$ cat src/rtl/loop_codec_pkg.sv
// loop_codec_pkg: shared constants and FSM state encoding for the loop encoder/decoder pair
package loop_codec_pkg;
  localparam int SUM_TERMS = 5;
  localparam int SUM_OFFSET = 10;
  localparam int MAX_N = 7;
  typedef enum logic [1:0] {IDLE, DIV, FACT, DONE} state_e;
endpackage

$ cat src/rtl/seq_divider.sv
// seq_divider: N-bit restoring unsigned divider, one quotient bit per cycle after a start pulse
module seq_divider #(
  parameter int N = 33
) (
  input  logic         clk,
  input  logic         rst_n,
  input  logic         start_i,
  input  logic [N-1:0] dividend_i,
  input  logic [N-1:0] divisor_i,
  output logic         busy_o,
  output logic         done_o,
  output logic [N-1:0] quotient_o,
  output logic [N-1:0] remainder_o
);
  localparam int CW = $clog2(N);
  logic [N-1:0] rem_q, rem_d, quo_q, quo_d;
  logic [CW-1:0] cnt_q;
  logic [N:0] rem_sh;
  logic ge;
  // one restoring step: shift in the next dividend bit, subtract the divisor when it fits
  always_comb begin
    rem_sh = {rem_q, quo_q[N-1]};
    ge = rem_sh >= {1'b0, divisor_i};
    rem_d = N'(ge ? rem_sh - {1'b0, divisor_i} : rem_sh);
    quo_d = {quo_q[N-2:0], ge};
  end
  // dividend bits shift out of quo_q while quotient bits shift in behind them
  always_ff @(posedge clk) begin
    if (!rst_n) begin
      rem_q <= '0;
      quo_q <= '0;
      cnt_q <= '0;
      busy_o <= 1'b0;
      done_o <= 1'b0;
    end else begin
      done_o <= 1'b0;
      if (start_i) begin
        rem_q <= '0;
        quo_q <= dividend_i;
        cnt_q <= CW'(N - 1);
        busy_o <= 1'b1;
      end else if (busy_o) begin
        rem_q <= rem_d;
        quo_q <= quo_d;
        cnt_q <= cnt_q - 1'b1;
        busy_o <= cnt_q != '0;
        done_o <= cnt_q == '0;
      end
    end
  end
  assign quotient_o = quo_q;
  assign remainder_o = rem_q;
endmodule

$ cat src/rtl/loop_result_decoder.sv
// loop_result_decoder: recovers base operand and loop count from an encoded (sum, product) pair
module loop_result_decoder
  import loop_codec_pkg::*;
#(
  parameter int W = 32
) (
  input  logic         clk,
  input  logic         rst_n,
  input  logic         in_valid,
  output logic         in_ready,
  input  logic [W-1:0] sum_in,
  input  logic [W-1:0] prod_in,
  output logic         out_valid,
  input  logic         out_ready,
  output logic [W-1:0] base_out,
  output logic         base_ok,
  output logic [3:0]   count_out,
  output logic         prod_ok
);
  state_e state_q, state_d;
  logic accept, div_busy, div_done, neg_q, bok_q, found_q, hit, last;
  logic [W:0] d_w, dividend, div_quo, div_rem;
  logic [W-1:0] prod_q, base_q, acc_q, acc_d;
  logic [3:0] k_q, fcnt_q;
  // offset removal is one bit wider than the input so extreme sums never wrap
  always_comb begin
    accept = in_valid && in_ready;
    d_w = {sum_in[W-1], sum_in} - (W+1)'(SUM_OFFSET);
    dividend = d_w[W] ? -d_w : d_w;
    acc_d = acc_q * W'(k_q);
    hit = !found_q && acc_d == prod_q;
    last = k_q == 4'(MAX_N);
  end
  seq_divider #(.N(W + 1)) u_div (
    .clk(clk),
    .rst_n(rst_n),
    .start_i(accept),
    .dividend_i(dividend),
    .divisor_i((W+1)'(SUM_TERMS)),
    .busy_o(div_busy),
    .done_o(div_done),
    .quotient_o(div_quo),
    .remainder_o(div_rem)
  );
  // state register
  always_ff @(posedge clk) begin
    if (!rst_n) state_q <= IDLE;
    else state_q <= state_d;
  end
  // next-state: fixed-length divide, fixed-length factorial scan, then hold until taken
  always_comb begin
    state_d = state_q;
    case (state_q)
      IDLE: state_d = accept ? DIV : IDLE;
      DIV: state_d = div_done ? FACT : DIV;
      FACT: state_d = last ? DONE : FACT;
      DONE: state_d = out_ready ? IDLE : DONE;
      default: state_d = IDLE;
    endcase
  end
  // handshake outputs decoded from state
  always_comb begin
    in_ready = state_q == IDLE && !div_busy;
    out_valid = state_q == DONE;
  end
  // datapath: sign fix-up of the quotient, factorial scan, result registers loaded on entering DONE
  always_ff @(posedge clk) begin
    if (!rst_n) begin
      neg_q <= 1'b0;
      prod_q <= '0;
      base_q <= '0;
      bok_q <= 1'b0;
      acc_q <= '0;
      k_q <= '0;
      found_q <= 1'b0;
      fcnt_q <= '0;
      base_out <= '0;
      base_ok <= 1'b0;
      count_out <= '0;
      prod_ok <= 1'b0;
    end else begin
      if (accept) begin
        neg_q <= d_w[W];
        prod_q <= prod_in;
      end
      if (state_q == DIV && div_done) begin
        base_q <= div_rem == '0 ? W'(neg_q ? -div_quo : div_quo) : '0;
        bok_q <= div_rem == '0;
        acc_q <= W'(1);
        k_q <= 4'd1;
        found_q <= 1'b0;
        fcnt_q <= '0;
      end
      if (state_q == FACT) begin
        acc_q <= acc_d;
        k_q <= k_q + 4'd1;
        found_q <= found_q || hit;
        fcnt_q <= hit ? k_q : fcnt_q;
      end
      if (state_q == FACT && last) begin
        base_out <= base_q;
        base_ok <= bok_q;
        prod_ok <= found_q || hit;
        count_out <= hit ? k_q : fcnt_q;
      end
    end
  end
endmodule

$ cat config.mk
export PLATFORM = sky130hd
export DESIGN_NAME = loop_result_decoder
export DESIGN_NICKNAME = d
export VERILOG_FILES = /design/src/rtl/loop_codec_pkg.sv /design/src/rtl/seq_divider.sv /design/src/rtl/loop_result_decoder.sv
export SDC_FILE = /design/constraint.sdc
export NUM_CORES = 1
export LEC_CHECK = 0
export BUFFER_PORTS_ARGS = -buffer_cell sky130_fd_sc_hd__buf_4
export CORE_MARGIN = 2
export CORE_UTILIZATION = 43
export CTS_BUF_LIST = sky130_fd_sc_hd__clkbuf_8
export DETAILED_ROUTE_END_ITERATION = 16
export PLACE_DENSITY = 0.69
export SYNTH_ARGS = -nofsm -noshare
export SYNTH_HDL_FRONTEND = slang
export SYNTH_HIERARCHICAL = 1
export SYNTH_SLANG_ARGS = --single-unit
export TNS_END_PERCENT = 1
$ cat constraint.sdc
create_clock -name clk -period 5.5 [get_ports clk]
set_input_delay 0.825 -clock clk [delete_from_list [all_inputs] [get_ports clk]]
set_output_delay 0.825 -clock clk [all_outputs]
set_load 0.005 [all_outputs]
== Word-level counts from Yosys, hierarchy flattened ==
Cells that the tools add are included.

* Flip-flop bits (word level): 221
* Output and inout port bits: 40
* Word-level logic and storage cells: 74

* Add/sub/neg operators: 6
* $mul: 1
* Magnitude comparators: 1
* Equality and inequality tests: 5
* Mux-type cells: 24
* Bitwise operators: 2
* Reduce and logical (&&, ||, !) cells: 16

{| class="wikitable"
|+ Operator list
! cell !! count
|-
| $mux W33 || 4
|-
| $mux W32 || 4
|-
| $ge A34 B3 Y1 const B || 1
|-
| $logic_not A33 Y1 || 1
|-
| $neg A33 Y33 || 1
|-
| $sub A32 B5 Y33 const B || 1
|-
| $sub A33 B3 Y33 const B || 1
|-
| $eq A32 B32 Y1 || 1
|-
| $mul A32 B4 Y32 || 1
|-
| $neg A32 Y32 || 1
|-
| $mux W4 || 5
|-
| $mux W6 || 2
|-
| $pmux W2 S4 || 1
|-
| $logic_not A6 Y1 || 1
|-
| $mux W1 || 6
|-
| $reduce_bool A6 Y1 || 1
|-
| $sub A6 B1 Y6 const B || 1
|-
| $logic_and A1 B1 Y1 || 5
|-
| $add A4 B1 Y4 const B || 1
|-
| $eq A2 B2 Y1 const B || 2
|-
| $eq A4 B3 Y1 const B || 1
|-
| $mux W2 || 2
|-
| $reduce_bool A2 Y1 || 2
|-
| $reduce_or A3 Y1 || 1
|-
| other kinds (6) || 8
|}

== Longest topological paths before layout ==
* Depth after elaboration: 5
* Gate-level depth with buffers: 19
* Depth with buffers taken out: 16

== Modules after synthesis ==
The synthesis kept the hierarchy.

{| class="wikitable"
|+ By module, submodules not included
! module !! times used !! cells each !! area each (um2) !! seq. area each (um2)
|-
| loop_result_decoder || 1 || 1642 || 12712.2 || 2942.8
|-
| seq_divider || 1 || 695 || 5273.8 || 1481.4
|}

== Least setup slack after synthesis ==
OpenSTA, ideal clock, no wires.

* Path kind: register -> register
* From: register k_q[2]
* To: register fcnt_q[2]
* Library setup time: 0.070 ns
* Arrival time: 4.701 ns
* Required time: 5.430 ns
* Path slack: 0.729 ns
* Stages on the path, launching flop included: 18
* Path buffers: 2
* Period minus slack after synthesis: 4.771 ns
* Cells stage by stage: dfxtp_1 -> clkbuf_1 -> clkbuf_1 -> nand2_1 -> fa_1 -> fa_1 -> inv_1 -> fa_1 -> a21o_1 -> a221o_1 -> nand3_1 -> nand4_1 -> a31oi_1 -> xnor3_1 -> nand4b_1 -> nor3_4 -> mux2_1 -> a21boi_1

* Longest elaborated chain between the ends: 5

{| class="wikitable"
|+ RTL lines
! item !! line !! source
|-
| start: declaration || loop_result_decoder.sv:24 || <nowiki>logic [3:0] k_q, fcnt_q;</nowiki>
|-
| start signal: assignment || loop_result_decoder.sv:96 || <nowiki>k_q <= k_q + 4'd1;</nowiki>
|-
| $mul A32 B4 Y32 || loop_result_decoder.sv:30 || <nowiki>acc_d = acc_q * W'(k_q);</nowiki>
|-
| $eq A32 B32 Y1 || loop_result_decoder.sv:31 || <nowiki>hit = !found_q && acc_d == prod_q;</nowiki>
|-
| $logic_and A1 B1 Y1 || loop_result_decoder.sv:31 ||
|-
| $mux W4 (*) || - ||
|-
| $mux W4 (*) || loop_result_decoder.sv:94 || <nowiki>if (state_q == FACT) begin</nowiki>
|-
| end signal: assignment || loop_result_decoder.sv:98 || <nowiki>fcnt_q <= hit ? k_q : fcnt_q;</nowiki>
|-
| end: declaration || loop_result_decoder.sv:24 ||
|}

Every way passes the cells marked *; elsewhere a longest branch is shown, timed or not.
A chain may end at the register's enable or synchronous reset.

== Final worst setup path ==
* From: register k_q[3]
* To: register fcnt_q[2]

* Longest elaborated chain between the ends: 5

{| class="wikitable"
|+ RTL lines
! item !! line
|-
| $mul A32 B4 Y32 || loop_result_decoder.sv:30
|-
| $eq A32 B32 Y1 || loop_result_decoder.sv:31
|-
| $logic_and A1 B1 Y1 || loop_result_decoder.sv:31
|-
| $mux W4 (2 in series) || -
|}

Every way passes these cells.

==> impl_summary.txt <==
----------------------------------------------------
[Run status]
  Status ... finished, final reports clean

[Setup path]
  Cell depth of the worst flop-to-flop path ... 19
  Cell class contributing the biggest share of worst-path delay ... adder cells
  Slowest-stage cell, CP ... fa_1
  Nature of the critical path endpoint ... register
  CP most frequent cell ... buf_4
  Critical path type ... register to register
  Count of cell instances traversed by the critical path ... 19
  Required time of the critical path ... 6.03 ns
  Chain of cells forming the critical path ... buf_4 > and2_1 > fa_1 > inv_1 > fa_1 > inv_1 > ha_1 > a21oi_1 > o21ai_0 > a32o_1 > a211oi_1 > nand4_1 > nor4_2 > buf_4 > nand4b_1 > nor3_4 > buf_4 > mux2_1 > a21boi_1
  Worst path max stage delay ... 0.53 ns
  Critical path arrival ... 5.80 ns
  Critical Path Source Type ... register
  Crit path max fanout ... 20
  Buffers and inverters on the worst path ... 5

[Logic synthesis]
  Synth Instances ... 2,337
  Portion of the post-synthesis area used by sequential elements ... 24.6%
  Count of flip-flops with a built-in enable after synthesis ... 0
  Largest area contributor in the synthesized netlist ... dfxtp_1
  Most common cell in the synthesized netlist ... nand2_1
  Synth Warn # ... 6
  Synthesized area per cell ... 7.70 um2
  Post-synth design cell area ... 18,000 um2
  Ranking of synthesized cells by area ... dfxtp_1 (25%), nand2_1 (8.0%), fa_1 (6.5%), and2_1 (6.3%), ha_1 (5.0%)
  Register bit total from synthesis ... 221
  Fraction of synthesis flops using an asynchronous set or reset pin ... 0%
  Primary FF master, synth ... dfxtp_1
  Share of Yosys cell area claimed by the top area cell type ... 24.6%
  Leading post-synthesis cells by instance count ... nand2_1 (382), dfxtp_1 (221), and2_1 (181)
  Yosys cell types ... 97

[Detailed routing]
  Final Routed Wirelength ... 48,600 um
  Routed metal-1 wire length ... 22,200 um
  First-pass DRT Iterations ... 8
  WL met2 ... 22,600 um
  Post-detailed-route wirelength per cell ... 16.4 um
  Number of nets with antenna violations after routing ... 0
  Vias ... 16,100
  Remaining design rule violation count ... 0
  Via-to-Cell Ratio ... 5.43
  Initial DRC count ... 961
  Met3 wire length ... 2290 um
  Highest routed layer ... met4

[Power]
  Leakage ... 0.00834 uW
  Power density over the cells ... 215 nW/um2
  Post-layout total power ... 4330 uW
  Peak supply drop ... 0.000132 V

[Placement]
  Placement Setup Slack ... 0.245 ns
  Input/output buffers ... 107
  Routability-driven placement congestion ratio ... 0.932
  HPWL after detailed placement ... 36,200 um

[CTS]
  CTS tree ... built
  Number of levels in the clock H-tree ... 2
  Insertion delay of the later-clocked pin in the worst-skew pair ... 0.60 ns
  Number of clock sinks ... 221
  Clock transition time at the flip-flop clock pins of the worst setup and hold paths ... 0.06 ns
  Count of hold buffers inserted by post-cts repair ... 0
  TritonCTS Buffers ... 41
  Clock root buffer master ... clkbuf_8
  CTS Buffer Depth ... 3

[Final layout]
  Sequential cell area ... 4430 um2
  Final layout net count ... 2,609
  Antenna diode count ... 0
  Multi-input logic area ... 12,500 um2
  Area growth from synthesis to layout ... 11.9%
  FILL cells ... 4,025
  Share of layout cells above drive strength 1 ... 10.5%

[Timing]
  Transition time at the pin with the least slew margin ... 1.14 ns
  Final hold violation count ... 0
  Share of the clock period used by the worst path after layout ... 96.0%
  Worst rel slew slack ... 23.5%
  Achievable frequency ... 189 MHz
  Unrepaired setup endpoints after global routing ... false
  Post-route setup slack ... 0.222 ns
  Final clock skew ... 0.0258 ns
  Total negative slack for setup checks ... 0 ns
  Final worst path period need ... 5.28 ns
  Setup-violating endpoint count in the final report ... 0
  Pins Over Slew Limit ... 0

[Die]
  Vertical extent of the die ... 209 um
  Placeable core area ... 41,000 um2
  Io pins ... 108
  Initial Utilization ... 43.9%
  Floorplan die area ... 43,500 um2
  Number of standard-cell rows in the floorplan ... 74
  Die Wd ... 209 um

[GRT]
  Via count of the first global-routing pass ... 15,700
  Global-route total usage across every layer ... 22.2%
  Wire length of the first global-routing pass ... 80,200 um
  Maximum number of pins on one net before global-route repair ... 102
  Total global routing overflow ... 0
  Antenna violations before repair ... 1

[Run]
  Max_cap viols ... 0

[Min path]
  Hold path cells ... 2
  Min-Delay Path Class ... register to register

----------------------------------------------------
-- flip-flops by register name, indices dropped and copies added, names as in the netlist --
name and count:
u_div/quotient_o 33, u_div/remainder_o 33, acc_q 32, base_out 32, base_q 32, prod_q 32, u_div/cnt_q 6, count_out 4
fcnt_q 4, k_q 4, state_q 2, base_ok 1, bok_q 1, found_q 1, neg_q 1, prod_ok 1
u_div/busy_o 1, u_div/done_o 1
-- report_power, final --
group | switching, uW | internal, uW | total [uW] | leakage, uW
logic | 483 | 350 | 833 | 0.00605
clock network | 731 | 996 | 1730 | 0.000494
registers | 100 | 1670 | 1770 | 0.00179
-- path summary, 6_finish.rpt --
check | startpoint | to | slack [ns]
setup / recovery | k_q[3]$_SDFFE_PN0P_ | fcnt_q[2]$_SDFFE_PN0P_ | 0.22
hold / removal | fcnt_q[1]$_SDFFE_PN0P_ | fcnt_q[1]$_SDFFE_PN0P_ | 0.45
setup reg to reg | k_q[3]$_SDFFE_PN0P_ | fcnt_q[2]$_SDFFE_PN0P_ | 0.22
hold reg to reg | fcnt_q[1]$_SDFFE_PN0P_ | fcnt_q[1]$_SDFFE_PN0P_ | 0.45
-- metal layers --
| layer | up-vias | track usage, % |
|---|---|---|
| li1 | 8051 | - |
| met1 | 7613 | 29.3 |
| met2 | 393 | 37.3 |
| met3 | 83 | 3.03 |
| met4 | 0 | 7.59 |
| met5 | - | 0 |
-- tightest hold or removal path, cell delays in order (launching register included) --
cell and delay (ns):
dfxtp_1 0.31, inv_1 0.05, o2bb2ai_1 0.05
-- timing repair --
item / CTS / global route
setup buffers: 0 / 1
setup endpoints to repair: 0 / 9
resized for setup: 0 / 10
endpoints found under the hold margin: 0 / 0
-- cell type report --
class / count / share of cell area, %
clock inverters: 21 / 1.00
repair buffers: 136 / 5.07
clock buffers: 49 / 3.35
inverters: 176 / 3.28
well taps: 532 / 3.31
flip-flops and latches: 221 / 22.0
multi-input cells: 1835 / 62.0
-- placed cells by master (no fill, tap or decap), types with 6 or more instances in the layout --
cell	count
and4_1	7
ha_1	71
nand3_1	66
and2_1	180
nor2b_1	9
fa_1	58
o211ai_1	13
a21o_1	31
nand4_1	32
xor2_1	88
conb_1	34
o21ai_1	11
a21oi_2	6
a21boi_0	82
nor3_1	30
nand2b_1	7
or4_1	7
buf_4	136
nor2_1	83
mux2i_1	38
xnor2_1	86
a21oi_1	86
a211oi_1	17
o21a_1	15
or3_1	17
xnor3_1	6
nor4_1	16
a211o_1	6
o21ai_0	162
clkbuf_8	49
nand3b_1	8
dfxtp_1	220
and3_1	10
or2_2	8
inv_1	186
o21bai_1	6
nand2_1	382
a31oi_1	40
o31ai_1	15
-- metrics by stage --
stage / cell area (um2) / instances / utilization, % / hold slack, ns
5_1_grt: 20100 / 2970 / 49.1 / 0.473
3_3_place_gp: 19200 / 2899 / 46.8 / 0.438
6_report: 20100 / 2970 / 49.1 / 0.451
2_1_floorplan: 18100 / 2369 / - / 0.422
4_1_cts: 20100 / 2969 / 49.0 / 0.451
3_5_place_dp: 19200 / 2899 / 46.8 / 0.448
-- cells by family (layout without fill, tap and decap cells) --
family | after synthesis | after routing | synth area share [%]
buffers and inverters | 313 | 382 | 7.05
AND/OR/NAND/NOR | 895 | 895 | 25.1
flip-flops | 221 | 221 | 24.6
other | 2 | 34 | 0.0418
adder cells (fa/ha/maj) | 130 | 130 | 11.5
AO/OA/AOI/OAI | 554 | 554 | 20.1
XOR/XNOR | 181 | 181 | 9.36
multiplexers | 41 | 41 | 2.30
No activity file was read; power rests on OpenSTA's default activity.
